## src/rtl/instr_feeder.sv

```systemverilog
// Instruction issue unit: buffers {instr, data} pairs from a host and streams
// them into the processor one per cycle, honouring stall and stopping on HALT.
module instr_feeder #(
    parameter int         DEPTH  = 8,
    parameter logic [7:0] BUBBLE = 8'h00
) (
    input  logic       i_clk,
    input  logic       i_reset_n,
    input  logic       i_wr_valid,
    output logic       o_wr_ready,
    input  logic [7:0] i_wr_instr,
    input  logic [7:0] i_wr_data,
    input  logic       i_start,
    input  logic       i_stall,
    output logic [7:0] o_instr_out,
    output logic [7:0] o_data_out,
    output logic       o_issue_valid,
    output logic       o_busy,
    output logic       o_halted,
    output logic [7:0] o_issued_count
);
    localparam int AW = $clog2(DEPTH);

    localparam logic [1:0] OP_LOAD = 2'b10;
    localparam logic [1:0] OP_HALT = 2'b11;

    typedef enum logic [1:0] {
        ST_IDLE,
        ST_RUN,
        ST_HALTED
    } state_t;

    state_t      r_state, w_state_next;
    logic [15:0] r_mem [DEPTH];
    logic [AW:0] r_wr_ptr, r_rd_ptr;
    logic [7:0]  r_instr_out, r_data_out, r_issued_count;
    logic        r_issue_valid;

    logic [7:0]  w_instr_next, w_data_next, w_count_next;
    logic        w_valid_next;
    logic        w_push, w_pop, w_full, w_empty;
    logic [AW:0] w_occupancy;
    logic [15:0] w_head;
    logic [1:0]  w_head_op;

    // Pointers carry one extra wrap bit so full and empty are distinguishable.
    assign w_occupancy = r_wr_ptr - r_rd_ptr;
    assign w_full      = (w_occupancy == (AW + 1)'(DEPTH));
    assign w_empty     = (r_wr_ptr == r_rd_ptr);
    assign w_push      = i_wr_valid && !w_full;
    assign w_head      = r_mem[r_rd_ptr[AW-1:0]];
    assign w_head_op   = w_head[15:14];

    // Storage has no reset; the pointers alone define which entries are live.
    always_ff @(posedge i_clk) begin
        if (w_push) begin
            r_mem[r_wr_ptr[AW-1:0]] <= {i_wr_instr, i_wr_data};
        end
    end

    always_ff @(posedge i_clk or negedge i_reset_n) begin
        if (!i_reset_n) begin
            r_wr_ptr       <= '0;
            r_rd_ptr       <= '0;
            r_state        <= ST_IDLE;
            r_instr_out    <= BUBBLE;
            r_data_out     <= 8'h00;
            r_issue_valid  <= 1'b0;
            r_issued_count <= 8'h00;
        end else begin
            if (w_push) begin
                r_wr_ptr <= r_wr_ptr + 1'b1;
            end
            if (w_pop) begin
                r_rd_ptr <= r_rd_ptr + 1'b1;
            end
            r_state        <= w_state_next;
            r_instr_out    <= w_instr_next;
            r_data_out     <= w_data_next;
            r_issue_valid  <= w_valid_next;
            r_issued_count <= w_count_next;
        end
    end

    always_comb begin
        w_state_next = r_state;
        w_pop        = 1'b0;
        w_instr_next = BUBBLE;
        w_data_next  = 8'h00;
        w_valid_next = 1'b0;
        w_count_next = r_issued_count;
        case (r_state)
            ST_IDLE: begin
                if (i_start && !w_empty) begin
                    w_state_next = ST_RUN;
                end
            end
            ST_RUN: begin
                // Running dry ends the run even while stalled.
                if (w_empty) begin
                    w_state_next = ST_IDLE;
                end else if (!i_stall) begin
                    w_pop = 1'b1;
                    if (w_head_op == OP_HALT) begin
                        w_state_next = ST_HALTED;
                    end else begin
                        w_instr_next = w_head[15:8];
                        w_data_next  = (w_head_op == OP_LOAD) ? w_head[7:0] : 8'h00;
                        w_valid_next = 1'b1;
                        w_count_next = r_issued_count + 8'd1;
                    end
                end
            end
            ST_HALTED: begin
                if (i_start) begin
                    w_state_next = w_empty ? ST_IDLE : ST_RUN;
                end
            end
            default: begin
                w_state_next = ST_IDLE;
            end
        endcase
    end

    assign o_wr_ready     = !w_full;
    assign o_instr_out    = r_instr_out;
    assign o_data_out     = r_data_out;
    assign o_issue_valid  = r_issue_valid;
    assign o_issued_count = r_issued_count;
    assign o_busy         = (r_state == ST_RUN);
    assign o_halted       = (r_state == ST_HALTED);

endmodule
```

## config.mk

```make
export PLATFORM = sky130hd
export DESIGN_NAME = instr_feeder
export DESIGN_NICKNAME = d
export VERILOG_FILES = /design/src/rtl/instr_feeder.sv
export SDC_FILE = /design/constraint.sdc
export NUM_CORES = 1
export LEC_CHECK = 0
export ABC_AREA = 1
export CORE_ASPECT_RATIO = 0.8
export CORE_MARGIN = 4
export CORE_UTILIZATION = 52
export DETAILED_ROUTE_END_ITERATION = 6
export MAX_ROUTING_LAYER = met4
export PLACE_DENSITY = 0.83
export SLEW_MARGIN = 5
export SYNTH_ARGS = -nofsm -noshare
export SYNTH_HDL_FRONTEND = slang
export SYNTH_SLANG_ARGS = --single-unit
export TNS_END_PERCENT = 5
```

## constraint.sdc

```tcl
create_clock -name i_clk -period 2.8 [get_ports i_clk]
set_clock_uncertainty 0.15 [all_clocks]
set_input_delay 0.84 -clock i_clk [delete_from_list [all_inputs] [get_ports i_clk]]
set_output_delay 0.84 -clock i_clk [all_outputs]
set_load 0.005 [all_outputs]
```

# --- Word level (Yosys, flattened, before mapping) ---
# Memory sizes are Yosys's and may differ from the RTL's.
# Index checks and enable logic that the tools add are counted.
word_totals:
  ff_bits: 35
  ramBits: 128
  out_inout_bits: 28
  elab_cells: 57
  n_memories: 1
classes:
  addsub: 4
  eq_ne: 10
  muxes: 25
  n_bitwise: 3
  reduce_logical: 7
mem_list:
  columns: ["name", "depth", "width", "read_ports", "rd_clocked_by_memory_dff", "wr", "line", "source"]
  rows:
  - ["r_mem", 8, 16, 1, 0, 1, "34", "logic [15:0] r_mem [DEPTH];"]
ops:
  columns: ["cell", "n"]
  rows:
  - ["$mux W8", 9]
  - ["$mux W1", 10]
  - ["$mux W2", 5]
  - ["$add A4 B1 Y4 const B", 2]
  - ["$add A8 B1 Y8 const B", 1]
  - ["$reduce_and A4 Y1", 2]
  - ["$eq A2 B2 Y1 const B", 3]
  - ["$pmux W2 S3", 1]
  - ["$eq A4 B4 Y1", 1]
  - ["$eq A4 B4 Y1 const B", 1]
  - ["$ne A2 B2 Y1 const B", 2]
  - ["$sub A4 B4 Y4", 1]
  - ["$ne A3 B1 Y1 const B", 1]
  - ["$ne A3 B2 Y1 const B", 1]
  - ["$not A1 Y1", 3]
  - ["$eq A2 B1 Y1 const B", 1]
  - ["$logic_and A1 B1 Y1", 2]
  - ["$logic_not A1 Y1", 2]
  - ["$logic_not A2 Y1", 1]

# --- Longest topological paths before layout ---
# An unclocked memory read counts as a cell.
depth:
  word_depth: 7
  depth_mapped: 14
  depth_no_buf: 12

# --- Worst setup path before layout ---
# No wires, ideal clock.
synth_path:
  path_kind: "reg2reg"
  start: "register r_rd_ptr[2]"
  end: "memory r_mem[2][0], enable pin"
  t_arrival_ns: 2.521
  t_required_ns: 2.262
  slack_ns: -0.260
  stages_incl_launch_ff: 12
  n_path_buf: 2
  period_less_slack_ns: 3.060
  cell_sequence: "dfrtp_1 inv_1 buf_2 buf_2 ha_1 nand2_1 nand2_1 nand2_1 nand2_1 nand2_1 nand3_1 nor2_1"
synth_between:
  elab_chain_len: 6
synth_rtl:
  columns: ["element", "line", "source"]
  rows:
  - ["start, declared", "35", "logic [AW:0] r_wr_ptr, r_rd_ptr;"]
  - ["start signal, assigned", "75", "r_rd_ptr <= r_rd_ptr + 1'b1;"]
  - ["$sub A4 B4 Y4", "47", "assign w_occupancy = r_wr_ptr - r_rd_ptr;"]
  - ["$eq A4 B4 Y1", "48", "assign w_full = (w_occupancy == (AW + 1)'(DEPTH));"]
  - ["$logic_not A1 Y1", null, null]
  - ["named net o_wr_ready", "10", "output logic o_wr_ready,"]
  - ["$logic_and A1 B1 Y1", "50", "assign w_push = i_wr_valid && !w_full;"]
  - ["$mux W1", "56", "if (w_push) begin"]
  - ["$mux W1 (not written as such)", "57", "r_mem[r_wr_ptr[AW-1:0]] <= {i_wr_instr, i_wr_data};"]
  - ["end, declared", "34", null]
# The timed path passes the listed nets, and every way through them passes these cells.

# --- Worst setup path in the final report ---
layout_path:
  start: "register r_wr_ptr[1]"
  end: "output port o_wr_ready"
layout_between:
  elab_chain_len: 3
layout_rtl:
  columns: ["element", "line", "source"]
  rows:
  - ["start, declared", "35", null]
  - ["start signal, assigned", "72", "r_wr_ptr <= r_wr_ptr + 1'b1;"]
  - ["$sub A4 B4 Y4", "47", null]
  - ["$eq A4 B4 Y1", "48", null]
  - ["$logic_not A1 Y1", "125", "assign o_wr_ready = !w_full;"]
  - ["end, declared", "10", null]
# Every way passes these cells.

==> metrics.cfg <==
[yosys]
ys_types=28
synth_adder_area_share_pct=1.12
synth_top_family_by_area=simple AND/OR/NAND/NOR gates
synth-simple-area-share_pct=12.7
synth_warnings=0
avgSynthCellArea_um2=12.3
syn-cell-area_mm2=0.00668
synthXorXnorAreaFrac_pct=1.84
seq_area_frac_synth_pct=70.7
syn_nets=572
synth-seq-cells=163
syn-instance-count=545
synthMuxAreaShare_pct=2.10
synth_compound_area_share_pct=7.83

[global_routing]
grt_pass1_vias=4392
track_usage_pct=20.8
grt_max_degree=69
gr-total-overflow=0
grt_pass1_wl_um=22500
antenna_found_initial=0

[clock_network]
cts_buffer_depth=2
clk_pin_slew_ns=0.06
cts-root-buf=clkbuf_16
cts_tree=built
postCtsHoldBufs=0
cts_sinks=163
ctsHtreeMaxLevel=4
cts_made_buffers=17
clk_latency_ns=0.42

[drt]
wl_met2_um=7150
vias=4360
ant_nets=0
drc_errors=0
route.met3.wl_um=926
dr.pass1.iters=5
top_layer_used=met4
avgRoutedWirePerCell_um=17.8
avgViaCountPerCell=5.50
wirelength_um=14100
met1_length_um=5860
drtIter0Drc=505

[sta]
slew-limit-headroom_pct=43.5
period_minus_slack_ns=2.75
worstMarginPinSlew_ns=0.848
timing.fmax_ghz=0.363
hold_viol=0
setup_violations=0
worst_slack_ns=0.0489
period_share_pct=98.3
rsz0062_at_grt=true
slew_viol_final=0

[job]
maxCapViolCount=0

[die]
die_area_mm2=0.0147
pin_count=49
row_count=36
die_w_um=135
chipHeight_um=109
initial_core_util_pct=53.9
core_mm2=0.0124

[placed_design]
port-buffer-count=48
dp_hpwl_um=8460
dpl_worst_slack_ns=0.108
place_congestion=0.756

[hold_path]
min-delay-path-class=in2async

[status]
status=completed

[finish]
n_fill_cell=882
fin_nets=636
layout-drive-gt1-share_pct=11.9
fin_util_pct=64.9
area_delta_synth_final_pct=20.5
diodes=0

[critical_path]
crit_buf_inv=2
crit_chain=ha_4 -> inv_1 -> o21bai_1 -> nand2_1 -> nand2_1 -> nand2_1 -> nand2_1 -> nand2_1 -> buf_2
crit_type=reg2out
slowest_stage=dfrtp_1
critical_path.top_delay_family=flip-flops
r2r_start=r_rd_ptr[0]
critPathArrivalTime_ns=1.76
start_kind=flop
critical_path.endpoint_type=output pin
r2r_slack_ns=0.26
rr_endpoint=o_issued_count[3]
worst-path-max-fanout=2
worst-r2r-cell-count=12
required_ns=1.81
cp_num_cells=9
cpPeakStageDelay_ns=0.41
cp_common_cell=nand2_1

[pwr]
fin_total_pwr_mw=8.66
powerDensity_mw_per_mm2=1080
leakage_nw=3.17
irDropWorstVdd_mv=0.555

==> per-stage QoR <==
| step | area [µm²] | cells | setup TNS, ns | hold WS [ns] |
|---|---|---|---|---|
| 3_5_place_dp | 7460 | 760 | 0 | 0.374 |
| 5_1_grt | 8050 | 793 | -0.114 | 0.413 |
| 3_3_place_gp | 7460 | 760 | 0 | 0.354 |
| 2_1_floorplan | 6690 | 545 | -21.93 | 0.361 |
| 4_1_cts | 8040 | 793 | 0 | 0.393 |
| 6_report | 8050 | 793 | 0 | 0.375 |
==> flip-flops by register name (all words and copies together), names as in the netlist <==
signal / cells
r_rd_ptr: 4
r_wr_ptr: 4
o_instr_out: 8
r_state: 2
o_data_out: 8
o_issue_valid: 1
o_issued_count: 8
r_mem: 128
==> repair_timing <==
action,in CTS,in global routing
hold endpoints to repair,0,0
pin swaps,3,1
resized for setup,5,1
buffers inserted,1,0
endpoints found under the setup margin,1,15
==> cell usage in the layout (no fill, tap or decap), drive strengths merged <==
cell and instances:
nand2 140, edfxtp 128, a21oi 56, clkdlybuf4s50 46, inv 36, dfrtp 35
nor2 31, a22oi 28, nand3 25, buf 23, clkbuf 18, mux2i 14
clkinv 8, xnor2 7, xor2 7, ha 6, o21ai 5, nand4 2
bufinv 2, clkinvlp 2, o21bai 1, nand3b 1, nor3 1
==> how the worst max path moves through the flow <==
stage,from,endpoint,slack [ns]
3_5_place_dp,r_rd_ptr[1],o_wr_ready,0.11
5_1_grt,r_wr_ptr[1],o_wr_ready,-0.11
3_3_place_gp,r_rd_ptr[1],o_wr_ready,0.14
2_1_floorplan,r_rd_ptr[2],r_mem[0][0],-0.24
6_report,r_wr_ptr[1],o_wr_ready,0.05
4_1_cts,r_wr_ptr[1],o_wr_ready,0.01
==> synthesized netlist by cell type <==
library cell / instances / share of area [%]
a22oi_1: 28 / 3.1
buf_2: 14 / 1.0
clkbuf_1: 5 / 0.28
o21ai_0: 5 / 0.37
nand2_1: 134 / 7.5
buf_4: 2 / 0.22
xnor2_1: 7 / 0.92
nand2_4: 1 / 0.17
nand3_2: 1 / 0.15
nor2_1: 24 / 1.3
nand2_2: 5 / 0.47
edfxtp_1: 128 / 58
nor3_1: 1 / 0.075
nor2_2: 6 / 0.56
mux2i_1: 14 / 2.1
nand4_1: 2 / 0.19
a21oi_1: 56 / 4.2
nor2_8: 1 / 0.30
o21bai_1: 1 / 0.11
dfrtp_1: 35 / 13
buf_1: 2 / 0.11
ha_1: 6 / 1.1
nand3b_1: 1 / 0.11
inv_2: 3 / 0.17
buf_6: 1 / 0.17
inv_1: 31 / 1.7
xor2_1: 7 / 0.92
nand3_1: 24 / 1.8
==> kinds of logic (layout without fill, tap and decap cells) <==
group | after synthesis | in the layout
flops | 163 | 163
compound gates | 90 | 90
buf+inv | 58 | 135
fa+ha+maj | 6 | 6
mux | 14 | 14
xor+xnor | 14 | 14
simple gates | 200 | 200
==> metal layers <==
metal  vias up  global-route usage [%]
met2       175                    33.8
met5         -                       -
li1       2032                       -
met1      2127                    26.3
met4         0                    6.76
met3        26                    4.94
==> cell type report <==
| cell class | count | area, µm² | share of cell area (%) |
|---|---|---|---|
| sequential | 163 | 4720 | 58.7 |
| multi-input combinational | 324 | 1730 | 21.6 |
| timing repair buffer | 69 | 682 | 8.48 |
| clock buffer | 18 | 429 | 5.33 |
| tap | 171 | 214 | 2.66 |
| clock inverter | 14 | 138 | 1.71 |
| inverter | 34 | 128 | 1.59 |
==> power by group <==
part	total (mW)	switching, mW	internal [mW]	leakage [nW]
clock	2.23	0.919	1.31	0.275
combinational	3.15	1.97	1.19	1.27
sequential	3.28	0.173	3.11	1.62
total	8.66	3.06	5.60	3.17
Power figures use the tool's default switching activity.
